===== src/rtl/load_align_unit.sv =====
// Memory-stage load unit: alignment check, one SRAM-like read per load, byte/half extraction.
// Result is registered; stallM holds the pipeline from issue until data returns (min 2 stall cycles).
module load_align_unit (
  input  logic        clk,
  input  logic        resetn,
  input  logic        loadM,
  input  logic [7:0]  alucontrolM,
  input  logic [31:0] addressM,
  input  logic        flushM,
  input  logic        stall_ext,
  output logic        adelM,
  output logic        stallM,
  output logic [31:0] resultM,
  output logic        result_valid,
  output logic        data_req,
  output logic [31:0] data_addr,
  output logic [1:0]  data_size,
  input  logic        data_addr_ok,
  input  logic        data_data_ok,
  input  logic [31:0] data_rdata
);

  localparam logic [7:0] EXE_LB_OP  = 8'b1110_0000;
  localparam logic [7:0] EXE_LBU_OP = 8'b1110_0100;
  localparam logic [7:0] EXE_LH_OP  = 8'b1110_0001;
  localparam logic [7:0] EXE_LHU_OP = 8'b1110_0101;
  localparam logic [7:0] EXE_LW_OP  = 8'b1110_0011;

  localparam logic [2:0] S_IDLE  = 3'd0;
  localparam logic [2:0] S_REQ   = 3'd1;
  localparam logic [2:0] S_WAIT  = 3'd2;
  localparam logic [2:0] S_DRAIN = 3'd3;
  localparam logic [2:0] S_DONE  = 3'd4;

  logic [2:0]  state_q, state_d;
  logic [31:0] addr_q;
  logic [7:0]  op_q;
  logic [1:0]  size_q;
  logic [31:0] result_q;

  logic       is_byte, is_half, is_word, is_load, misalign, start, capture;
  logic [1:0] size_live;

  function automatic logic [31:0] extract(input logic [7:0] op, input logic [1:0] off,
                                          input logic [31:0] rd);
    logic [7:0]  b;
    logic [15:0] h;
    b = rd[7:0];
    case (off)
      2'd0:    b = rd[7:0];
      2'd1:    b = rd[15:8];
      2'd2:    b = rd[23:16];
      default: b = rd[31:24];
    endcase
    h = off[1] ? rd[31:16] : rd[15:0];
    case (op)
      EXE_LB_OP:  extract = {{24{b[7]}}, b};
      EXE_LBU_OP: extract = {24'd0, b};
      EXE_LH_OP:  extract = {{16{h[15]}}, h};
      EXE_LHU_OP: extract = {16'd0, h};
      default:    extract = rd;
    endcase
  endfunction

  always_comb begin
    is_byte   = (alucontrolM == EXE_LB_OP) || (alucontrolM == EXE_LBU_OP);
    is_half   = (alucontrolM == EXE_LH_OP) || (alucontrolM == EXE_LHU_OP);
    is_word   = (alucontrolM == EXE_LW_OP);
    is_load   = is_byte || is_half || is_word;
    misalign  = (is_half && addressM[0]) || (is_word && (addressM[1:0] != 2'b00));
    size_live = is_word ? 2'd2 : (is_half ? 2'd1 : 2'd0);
    start     = resetn && (state_q == S_IDLE) && loadM && is_load && !misalign && !flushM;
    capture   = (state_q == S_WAIT) && data_data_ok && !flushM;
  end

  // An accepted request must always see its data_ok, so flushes after acceptance go via DRAIN.
  always_comb begin
    state_d = state_q;
    case (state_q)
      S_IDLE:  if (start) state_d = data_addr_ok ? S_WAIT : S_REQ;
      S_REQ: begin
        if (data_addr_ok)  state_d = flushM ? S_DRAIN : S_WAIT;
        else if (flushM)   state_d = S_IDLE;
      end
      S_WAIT: begin
        if (data_data_ok)  state_d = flushM ? S_IDLE : S_DONE;
        else if (flushM)   state_d = S_DRAIN;
      end
      S_DRAIN: if (data_data_ok) state_d = S_IDLE;
      S_DONE:  if (!stall_ext || flushM) state_d = S_IDLE;
      default: state_d = S_IDLE;
    endcase
  end

  always_ff @(posedge clk or negedge resetn) begin
    if (!resetn) begin
      state_q  <= S_IDLE;
      addr_q   <= 32'd0;
      op_q     <= 8'd0;
      size_q   <= 2'd0;
      result_q <= 32'd0;
    end else begin
      state_q <= state_d;
      if (start) begin
        addr_q <= addressM;
        op_q   <= alucontrolM;
        size_q <= size_live;
      end
      if (capture) result_q <= extract(op_q, addr_q[1:0], data_rdata);
    end
  end

  always_comb begin
    adelM        = resetn && loadM && misalign;
    data_req     = resetn && (start || (state_q == S_REQ));
    data_addr    = (state_q == S_IDLE) ? addressM : addr_q;
    data_size    = (state_q == S_IDLE) ? size_live : size_q;
    stallM       = resetn && (start || (state_q == S_REQ) || (state_q == S_WAIT) ||
                              (state_q == S_DRAIN));
    result_valid = (state_q == S_DONE);
    resultM      = result_q;
  end

endmodule


===== config.mk =====
export PLATFORM = sky130hd
export DESIGN_NAME = load_align_unit
export DESIGN_NICKNAME = d
export VERILOG_FILES = /design/src/rtl/load_align_unit.sv
export SDC_FILE = /design/constraint.sdc
export NUM_CORES = 1
export LEC_CHECK = 0
export CAP_MARGIN = 10
export CORE_MARGIN = 8
export CORE_UTILIZATION = 47
export CTS_BUF_LIST = sky130_fd_sc_hd__clkbuf_4
export CTS_CLUSTER_DIAMETER = 200
export DETAILED_ROUTE_END_ITERATION = 16
export PLACE_DENSITY = 0.81
export SETUP_SLACK_MARGIN = 0.02
export SLEW_MARGIN = 20
export SYNTH_ARGS = -nofsm -noshare
export SYNTH_HDL_FRONTEND = slang
export SYNTH_SLANG_ARGS = --single-unit

===== constraint.sdc =====
create_clock -name clk -period 2.48 [get_ports clk]
set_clock_uncertainty 0.15 [all_clocks]
set_input_delay 0.496 -clock clk [delete_from_list [all_inputs] [get_ports clk]]
set_output_delay 0.496 -clock clk [all_outputs]
set_load 0.01 [all_outputs]

=== Word level (Yosys, flattened, before mapping) ===
Cells that the tools add are included.

* Register bits: 77
* Output and inout port bits: 70
* Word-level logic and storage cells: 72
* Input bits: 79

* Muxes and demuxes: 18
* Equal/unequal tests: 20
* Reductions and logical operators: 29

{| class="wikitable"
|+ Operators by type and width
! kind !! count
|-
| case mux 32 bit (4 select lines) || 1
|-
| == test 8 bit, second input constant || 9
|-
| two-way mux 32 bit || 1
|-
| two-way mux 3 bit || 8
|-
| case mux 8 bit (3 select lines) || 1
|-
| two-way mux 16 bit || 1
|-
| case mux 3 bit (5 select lines) || 1
|-
| logical AND 1 bit || 13
|-
| logical OR 1 bit || 9
|-
| == test 3 x 2 -> 1 bit, second input constant || 2
|-
| two-way mux 2 bit || 3
|-
| inequality test 3 bit, second input constant || 2
|-
| AND reduction 5 bit || 1
|-
| inequality test 2 bit, second input constant || 2
|-
| == test 3 x 1 -> 1 bit, second input constant || 1
|-
| == test 3 bit, second input constant || 1
|-
| zero test 1 bit || 3
|-
| zero test 3 bit || 1
|-
| == test 2 x 1 -> 1 bit, second input constant || 1
|-
| == test 2 bit, second input constant || 1
|-
| zero test 2 bit || 1
|-
| two-way mux 1 bit || 2
|-
| inequality test 2 x 1 -> 1 bit, second input constant || 1
|-
| nonzero test 2 bit || 1
|}

=== Longest topological paths before layout ===
Gate-level depths: netlist of the first run.

* Word-level depth: 11
* Gate-level depth with buffers: 7
* Depth with buffers taken out: 4

=== Least setup slack after synthesis of the first run ===
No wires, ideal clock.

* Path kind: reg2out
* From: reg state_q[1]
* To: out data_req
* Slack: 0.034 ns
* Buffers on the path: 3
* Stages on the path, launching flop included: 8
* Arrival time: 1.800 ns
* Path through: dfrtp_1 buf_2 or3_1 buf_2 a21oi_2 nand4_4 buf_2 a21boi_0

* Word-level cells in the longest chain between the ends: 8
* Elaborated cells on any way between the ends: 9
* Those cells by class: 1 x eq/ne; 8 x reduce/logical

{| class="wikitable"
|+ Ends and longest elaborated chain
! element !! line !! RTL
|-
| from (decl) || 35 || <nowiki>logic [2:0] state_q, state_d;</nowiki>
|-
| from (signal assigned) || 103 || <nowiki>state_q <= state_d;</nowiki>
|-
| zero test 3 bit || 72 || <nowiki>start = resetn && (state_q == S_IDLE) && loadM && is_load && !misalign && !flushM;</nowiki>
|-
| logical AND 1 bit (5 in series) || 72 ||
|-
| logical OR 1 bit (*) || 115 || <nowiki>data_req = resetn && (start || (state_q == S_REQ));</nowiki>
|-
| logical AND 1 bit (*) || 115 ||
|-
| to (decl) || 15 || <nowiki>output logic data_req,</nowiki>
|}

Every way passes the cells marked *; elsewhere a longest branch is shown, timed or not.

=== Worst setup path in the final report of the first run ===
* From: in alucontrolM[1]
* To: out stallM

* Word-level cells in the longest chain between the ends: 11
* Elaborated cells on any way between the ends: 20
* Those cells by class: 5 x eq/ne; 15 x reduce/logical

{| class="wikitable"
|+ Ends and longest elaborated chain
! element !! line !! RTL
|-
| from (decl) || 7 || <nowiki>input logic [7:0] alucontrolM,</nowiki>
|-
| == test 8 bit (on tied branches) || 66, 67 ||
|-
| logical OR 1 bit (on tied branches) || 66, 67 ||
|-
| logical OR 1 bit or logical AND 1 bit (tied branches) || 69, 70 ||
|-
| logical OR 1 bit (on tied branches) || 69, 70 ||
|-
| logical AND 1 bit or zero test 1 bit (tied branches) || 72 ||
|-
| logical AND 1 bit (*) (2 in series) || 72 ||
|-
| logical OR 1 bit (*) (3 in series) || 118 || <nowiki>stallM = resetn && (start || (state_q == S_REQ) || (state_q == S_WAIT) ||</nowiki>
|-
| logical AND 1 bit (*) || 118 ||
|-
| to (decl) || 12 || <nowiki>output logic stallM,</nowiki>
|}

Marked as above.

==> out/qor.yml, run 1 <==
cts_max_level: 3
pwr-share-comb_pct: 35.5
grt_pass1_vias: 4360
ys.flop_type: "dfrtp_1"
via_per_inst: 5.65
required_ns: 1.83
switchingPower_mw: 1.25
synth_cell_types: 41
synth_most_common_cell: "nand2_1"
ys_ff_latch: 77
yosysWarnings: 0
power-per-cell-area_nw_per_um2: 622
hold_class: "flop to flop"
die_area_um2: 12500
drc: 0
internal_power_mw: 2.78
end_kind: "primary output"
dp_cells: 727
power_leakage_nw: 3.04
ys_seq_area_share_pct: 44.8
layout_setup_ws_ns: -0.154
synthTopCellsByArea: "dfrtp_1, nand2_1, mux2_2"
area_delta_synth_final_pct: 50.5
swShare_pct: 31.1
num_vias: 4291
max_stage_delay_ns: 0.51
start_util_pct: 47.4
slew_headroom_pct: 35.5
synthCells: 467
holdWs_ns: 0.334
power_mw: 4.03
grt_pass1_wl_um: 22200
gp_congestion: 0.930
clockBufferDepth: 2
synth_common_cells: "nand2_1, dfrtp_1, mux2_2, nor2_1, o21ai_0"
drive_gt1_share_pct: 30.8
synth.top_cell.area_share_pct: 44.8
antenna_left: 0
synth_edf_count: 0
finalSetupTns_ns: -0.588
tritoncts: "yes"
fillCellCount: 672
crit_path_cell_trace: "clkdlybuf4s50_1 -> a21oi_1 -> nand3b_1 -> nand4_4 -> a21boi_1 -> buf_2"
rsz0062_at_grt: "yes"
failed_checks: "negative setup slack"
synth_top_area_cell: "dfrtp_1"
hpwlAfterDp_um: 10100
syn_area_um2: 4300
finalSetupViolCount: 20
final_cells: 760
status: "finished with violations"
max_cap_violations: 0
async_flop_share_pct: 100
cts_sinks: 77
clk_pin_slew_worst_paths_ns: 0.13
core_area_um2: 9060
slew_viol_final: 0
dr.pass1.iters: 4
die_y_um: 112
rows: 35
wirelength_um: 14300
wl_per_cell_um: 18.8
groute.usage.overall_pct: 22.2
slowest_stage: "clkdlybuf4s50_1"
start_kind: "primary input"
path_max_fanout: 4
hold_violations: 0
path_class: "primary input to primary output"
antenna_found_initial: 0
antenna_cells: 0
clkPwrFrac_pct: 22.8
fp.dieW_um: 112
syn-num-nets: 546
fin_crit_sh_pct: 106
min_period_ns: 2.63
root_buffer: "clkbuf_4"
io_buffer_count: 148
syn_area_per_cell_um2: 9.21
insertion_delay_ns: 0.43
ios: 149
worstMarginPinSlew_ns: 0.968
cts_made_buffers: 9
drt_iter0_drc: 191
overflow: 0
irDropWorstVdd_mv: 0.440
worst_ep_arrival_time_ns: 1.99
nets: 723
max_freq_mhz: 380
power_frac_seq_pct: 41.8
grt_max_degree: 76
==> layout by cell type, fill, tap and decap left out, types with 2 or more instances in the layout <==
master,count
a21oi_2,10
or3_1,3
mux2_1,2
nand2_2,14
o21ai_0,25
o21a_1,4
buf_6,19
nand3b_1,2
clkinvlp_4,2
nor3_1,8
bufinv_16,2
nor3_2,2
nand2_1,125
mux2_2,44
and2_1,4
a221oi_1,4
buf_12,4
a21oi_1,12
buf_8,2
nand2_4,2
buf_2,25
nor2b_1,4
nand4_1,2
dlygate4sd2_1,3
buf_4,38
nor2_1,28
and3_1,9
clkbuf_4,11
mux4_2,8
clkdlybuf4s50_1,106
nand2b_1,9
nor4b_1,5
o31ai_1,3
dfrtp_1,77
==> cell families (layout without fill, tap and decap cells) <==
group	after synthesis	in the layout	share of synthesized area, %
mux	56	56	16.7
buf+inv	36	218	3.61
compound gates	69	69	10.6
simple gates	229	229	24.3
flops	77	77	44.8
==> flip-flops by register name (all words and copies together), names as in the netlist <==
register / count
op_q: 8
size_q: 2
state_q: 3
resultM: 32
addr_q: 32
==> path summary, 6_finish.rpt <==
path,from,slack [ns],end,cells after the start
max reg2reg,state_q[2],0.18,addr_q[16],7
min,op_q[7],0.33,op_q[7],1
min in group asynchronous,resetn,0.41,addr_q[15],3
min reg2reg,op_q[7],0.33,op_q[7],1
max,alucontrolM[1],-0.15,stallM,6
max in group asynchronous,resetn,0.63,resultM[18],4
==> stage by stage <==
step                      worst slack (ns)  area, µm²  utilization [%]
final                               -0.154       6470             71.4
after global placement              -0.576       6070             67.0
after CTS                          -0.0813       6280             69.3
after detailed placement            -0.622       6070             67.0
after global routing                -0.210       6470             71.4
after floorplan                     0.0345       4300                -
==> worst max-delay path, delay by kind of cell <==
family | cells | cell delay, ns
simple gates | 2 | 0.42
compound gates | 2 | 0.42
buf+inv | 2 | 0.65
==> power by group through the flow <==
stage / clock (mW) / combinational [mW] / sequential, mW
2_1_floorplan: 0 / 0.423 / 1.79
3_3_place_gp: 0 / 1.37 / 1.70
3_5_place_dp: 0 / 1.41 / 1.71
4_1_cts: 0.929 / 1.41 / 1.68
5_1_grt: 0.990 / 1.54 / 1.72
6_report: 0.917 / 1.43 / 1.68
==> layout make-up <==
cell class	instances	area, µm²	area share (%)
Clock buffer	11	82.6	1.28
Clock inverter	5	83.8	1.30
Inverter	1	3.75	0.0580
Multi-Input combinational cell	354	2340	36.1
Sequential cell	77	1930	29.8
Tap cell	111	139	2.15
Timing Repair Buffer	201	1900	29.3
==> per-layer routing <==
layer	track usage, %	wire length [µm]
met5	0	0
met1	26.4	5690
met3	8.39	1340
met4	7.84	489
met2	36.0	6750
==> timing repair <==
item	4_1_cts	5_1_grt
gates resized for setup	176	37
setup buffers	10	5
pin swaps	11	14
endpoints found under the setup margin	38	36
hold endpoints to repair	2	0
hold buffers	1	0
gates cloned	1	1
Power figures use the tool's default switching activity.
==> run 2: changes to the inputs <==
- CORE_ASPECT_RATIO: unset -> 0.5
==> out/qor.yml, run 2 (synthesis results as in run 1) <==
status: "completed"
finalSetupViolCount: 0  # -100%
end_kind: "primary output"
dr.pass1.iters: 4  # unchanged
nets: 709  # -1.9%
fin_crit_sh_pct: 100  # -6.2 points
power_leakage_nw: 2.94  # -3.3%
die_y_um: 83.6  # -25%
insertion_delay_ns: 0.43  # about the same
worst_ep_arrival_time_ns: 1.83  # -0.16 ns
layout_common_cells: "nand2_1, clkdlybuf4s50_1, dfrtp_1"
worstMarginPinSlew_ns: 0.963  # -0.00480 ns
root_buffer: "clkbuf_4"
max_cap_violations: 0  # unchanged
place_area_um2: 6060  # -0.12%
layout_setup_ws_ns: 0.000624  # +0.155 ns
path_class: "primary input to primary output"
area_delta_synth_final_pct: 45.4
fp.dieW_um: 151  # +35%
hold_class: "primary input to async pin"
reg2reg_depth: 4  # -3
cts_made_buffers: 9  # unchanged
r2r_slack_ns: 0.30  # +0.12 ns
slew_viol_final: 0  # unchanged
start_kind: "primary input"
overflow: 0  # unchanged
grt_pass1_vias: 4365  # +0.11%
core_area_um2: 8800  # -2.9%
grt_max_degree: 78  # +2.6%
final_common_cell: "nand2_1"
path_max_fanout: 5  # +1
fin_util_pct: 71.1  # -0.28 points
rows: 24  # -31%
grt_pass1_wl_um: 21600  # -2.7%
power_mw: 3.81  # -5.4%
final_cells: 752  # -1.1%
min_period_ns: 2.48  # -0.155 ns
antenna_left: 0  # unchanged
groute.usage.overall_pct: 21.3  # -0.90 points
wirelength_um: 13300  # -7.1%
hpwlAfterDp_um: 9570  # -5.6%
gp_congestion: 0.873  # -6.1%
drive_gt1_share_pct: 29.6  # -1.2 points
start_util_pct: 48.9  # +1.4 points
required_ns: 1.83  # about the same
r2r-end: "resultM[1]"
holdWs_ns: 0.178  # -0.156 ns
finalSetupTns_ns: 0  # +0.588 ns
dp_cells: 731  # +0.55%
rr_startpoint: "op_q[1]"
fillCellCount: 695  # +3.4%
num_vias: 4058  # -5.4%
cts_sinks: 77  # unchanged
wl_met2_um: 6460  # -4.4%
hold_violations: 0  # unchanged
antenna_cells: 0  # unchanged
clockBufferDepth: 2  # unchanged
drt-met1-wl_um: 5330  # -6.3%
cts_max_level: 3  # unchanged
power-per-cell-area_nw_per_um2: 609  # -2.1%
rsz0062_at_grt: "yes"
irDropWorstVdd_mv: 0.596  # +36%
drc: 0  # unchanged
dr.max_layer_used: "met4"
dr_wl_met3_um: 1110  # -17%
slew_headroom_pct: 35.8  # +0.32 points
ios: 149  # unchanged
pre_cts_ws_ns: -0.615  # +0.00713 ns
final_cell_area_um2: 6250  # -3.3%
via_per_inst: 5.40  # -4.4%
antenna_found_initial: 0  # unchanged
drt_iter0_drc: 237  # +24%
max_freq_mhz: 403  # +6.2%
wl_per_cell_um: 17.6  # -6.2%
tritoncts: "yes"
clk_pin_slew_worst_paths_ns: 0.12  # about the same
die_area_um2: 12700  # +1.5%
io_buffer_count: 148  # unchanged
## run 2: worst max path at each step
stage	from	endpoint	slack, ns	cells past startpoint
after floorplan	state_q[1]	data_req	0.03	7
after global placement	alucontrolM[5]	data_size[1]	-0.62	6
after detailed placement	alucontrolM[5]	adelM	-0.62	6
after CTS	state_q[2]	data_addr[3]	-0.002	8
after global routing	state_q[0]	data_addr[10]	-0.07	6
final	alucontrolM[1]	data_req	0.0006	7
## run 2: power by group
| group | internal, mW | switching (mW) |
|---|---|---|
| sequential | 1.52 | 0.155 |
| clock | 0.308 | 0.446 |
| combinational | 0.790 | 0.591 |
| total | 2.62 | 1.19 |
## run 2: cell type report
| class | count | area (µm²) | share of cell area, % |
|---|---|---|---|
| clock inverter | 6 | 53.8 | 0.860 |
| clock buffer | 10 | 75.1 | 1.20 |
| inverter | 1 | 3.75 | 0.0600 |
| multi-input combinational | 354 | 2330 | 37.3 |
| timing repair buffer | 187 | 1720 | 27.5 |
| sequential | 77 | 1930 | 30.8 |
| tap | 117 | 146 | 2.34 |
## run 2: metal layers
| layer | GRT usage [%] | up-vias |
|---|---|---|
| li1 | - | 1922 |
| met2 | 35.1 | 148 |
| met3 | 6.71 | 30 |
| met5 | 0 | - |
| met4 | 9.19 | 0 |
| met1 | 25.0 | 1958 |
## run 2: timing repair
| action | in CTS | in global routing |
|---|---|---|
| endpoints found under the setup margin | 38 | 37 |
| hold buffers | 0 | 0 |
| gates cloned | 1 | 1 |
| pin swaps | 20 | 2 |
| buffers inserted | 3 | 1 |
| gates resized for setup | 203 | 6 |
## run 2: worst max-delay path: stages
cell and delay, ns:
clkdlybuf4s50_1 0.53, buf_6 0.15, nand2_1 0.07, nand3b_1 0.16
nand4_4 0.14, a21boi_2 0.14, buf_2 0.14
==> run 3: changes to the inputs <==
- TNS_END_PERCENT: unset -> 1
==> out/qor.yml, run 3 (synthesis results as in run 1) <==
status: "finished with violations"
failed_checks: "negative setup slack"
worstMarginPinSlew_ns: 0.963  # -0.00000542 ns
end_kind: "primary output"
slowest_stage: "clkdlybuf4s50_1"
slew_headroom_pct: 35.8  # about the same
place_area_um2: 6060  # unchanged
layout_setup_ws_ns: -0.0348  # -0.0354 ns
min_period_ns: 2.51  # +0.0354 ns
pre_cts_ws_ns: -0.615  # unchanged
drt_iter0_drc: 235  # -0.84%
crit_path_cell_trace: "clkdlybuf4s50_1 -> buf_4 -> nand2_1 -> nand3b_1 -> nand4_4 -> a21boi_2 -> buf_2"
area_delta_synth_final_pct: 45.0
antenna_cells: 0  # unchanged
fillCellCount: 691  # -0.58%
worst_ep_arrival_time_ns: 1.87  # +0.04 ns
hpwlAfterDp_um: 9570  # unchanged
rsz0062_at_grt: "yes"
antenna_left: 0  # unchanged
finalSetupViolCount: 2  # +2
wirelength_um: 13100  # -0.82%
die_y_um: 83.6  # unchanged
die_area_um2: 12700  # unchanged
antenna_found_initial: 0  # unchanged
cts_max_level: 3  # unchanged
final_cell_area_um2: 6230  # -0.34%
required_ns: 1.83  # about the same
tritoncts: "yes"
root_buffer: "clkbuf_4"
rows: 24  # unchanged
clkPwrFrac_pct: 19.7  # about the same
hold_buffers: 0  # unchanged
fp.dieW_um: 151  # unchanged
clk_pin_slew_worst_paths_ns: 0.13  # about the same
swShare_pct: 31.1  # -0.15 points
max_cap_violations: 0  # unchanged
switchingPower_mw: 1.19  # -0.55%
cts_sinks: 77  # unchanged
wl_per_cell_um: 17.5  # -0.82%
power_frac_seq_pct: 44.0  # about the same
ios: 149  # unchanged
grt_pass1_vias: 4313  # -1.2%
clockBufferDepth: 2  # unchanged
path_max_fanout: 5  # unchanged
overflow: 0  # unchanged
hold_violations: 0  # unchanged
path_class: "primary input to primary output"
final_common_cell: "nand2_1"
io_buffer_count: 148  # unchanged
layout_common_cells: "nand2_1, clkdlybuf4s50_1, dfrtp_1"
power-per-cell-area_nw_per_um2: 611  # +0.28%
start_util_pct: 48.9  # unchanged
num_vias: 4084  # +0.64%
max_freq_mhz: 398  # -1.4%
via_per_inst: 5.43  # +0.64%
nets: 709  # unchanged
irDropWorstVdd_mv: 0.595  # -0.23%
grt_pass1_wl_um: 21400  # -1.3%
internal_power_mw: 2.62  # +0.16%
core_area_um2: 8800  # unchanged
hold_class: "primary input to async pin"
grt_max_degree: 78  # unchanged
dr.pass1.iters: 4  # unchanged
cts_made_buffers: 9  # unchanged
pwr-share-comb_pct: 36.3  # about the same
gp_congestion: 0.873  # unchanged
drc: 0  # unchanged
power_leakage_nw: 2.93  # -0.27%
drive_gt1_share_pct: 27.4  # -2.2 points
groute.usage.overall_pct: 21.0  # -0.26 points
fin_crit_sh_pct: 101  # +1.4 points
start_kind: "primary input"
slew_viol_final: 0  # unchanged
insertion_delay_ns: 0.44  # about the same
max_stage_delay_ns: 0.51  # -0.02 ns
[run 3: cell types whose count changed in the layout (fill, tap and decap cells not counted)]
cell and delta:
buf_4 -1, clkbuf_16 -1, buf_16 +1, o31ai_2 -1, clkdlybuf4s50_1 +1, nand2_2 -13
buf_2 -2, o31ai_1 +1, buf_6 +3, dlymetal6s2s_1 -1, nand2_1 +13
[run 3: final timing paths]
check | startpoint | end | slack (ns) | depth (start not counted)
setup / recovery | alucontrolM[1] | data_req | -0.03 | 7
hold / removal | resetn | addr_q[22] | 0.17 | 2
setup reg to reg | op_q[1] | resultM[1] | 0.29 | 4
hold reg to reg | op_q[5] | op_q[5] | 0.33 | 1
max in group asynchronous | resetn | resultM[8] | 1.39 | 2
min in group clk | op_q[5] | op_q[5] | 0.33 | 1
[run 3: worst max-delay path, delay by kind of cell]
kind | cells | cell delay, ns
buffers and inverters | 3 | 0.82
AOI/OAI and AO/OA | 1 | 0.15
and+or+nand+nor | 3 | 0.39
[run 3: power by group through the flow]
stage          combinational, mW  clock [mW]  sequential (mW)
6_report                    1.38       0.749             1.68
5_1_grt                     1.49       0.810             1.72
4_1_cts                     1.38       0.771             1.68
3_5_place_dp                1.40           0             1.70
3_3_place_gp                1.37           0             1.69
2_1_floorplan              0.423           0             1.79
[run 3: final cells by class]
class	count	area, µm²	area share, %
flip-flops and latches	77	1930	30.9
clock buffers	10	75.1	1.20
repair buffers	187	1730	27.8
multi-input cells	354	2290	36.8
well taps	117	146	2.35
clock inverters	6	53.8	0.863
inverters	1	3.75	0.0602
[run 3: stage by stage]
stage | setup TNS, ns | utilization (%) | hold WS, ns | instances | power [mW]
6_report | -0.0497 | 70.8 | 0.167 | 752 | 3.81
5_1_grt | -1.80 | 70.8 | 0.240 | 752 | 4.02
4_1_cts | -0.150 | 70.0 | 0.185 | 749 | 3.83
3_5_place_dp | -3.01 | 68.9 | 0.311 | 731 | 3.10
3_3_place_gp | -2.68 | 68.9 | 0.294 | 731 | 3.07
2_1_floorplan | 0 | - | 0.0504 | 467 | 2.22
[run 3: routing by layer]
metal / GRT usage [%] / routed length (µm) / up-vias
li1: - / - / 1930
met1: 25.0 / 5390 / 1973
met2: 34.6 / 6340 / 148
met3: 6.44 / 1000 / 33
met4: 8.74 / 412 / 0
met5: 0 / 0 / -
[run 3: timing repair]
action                     4_1_cts  5_1_grt
gates cloned                     1        0
pin swaps                       10        4
buffers inserted                 1        3
setup endpoints to repair       38       36
gates resized for setup        178       18
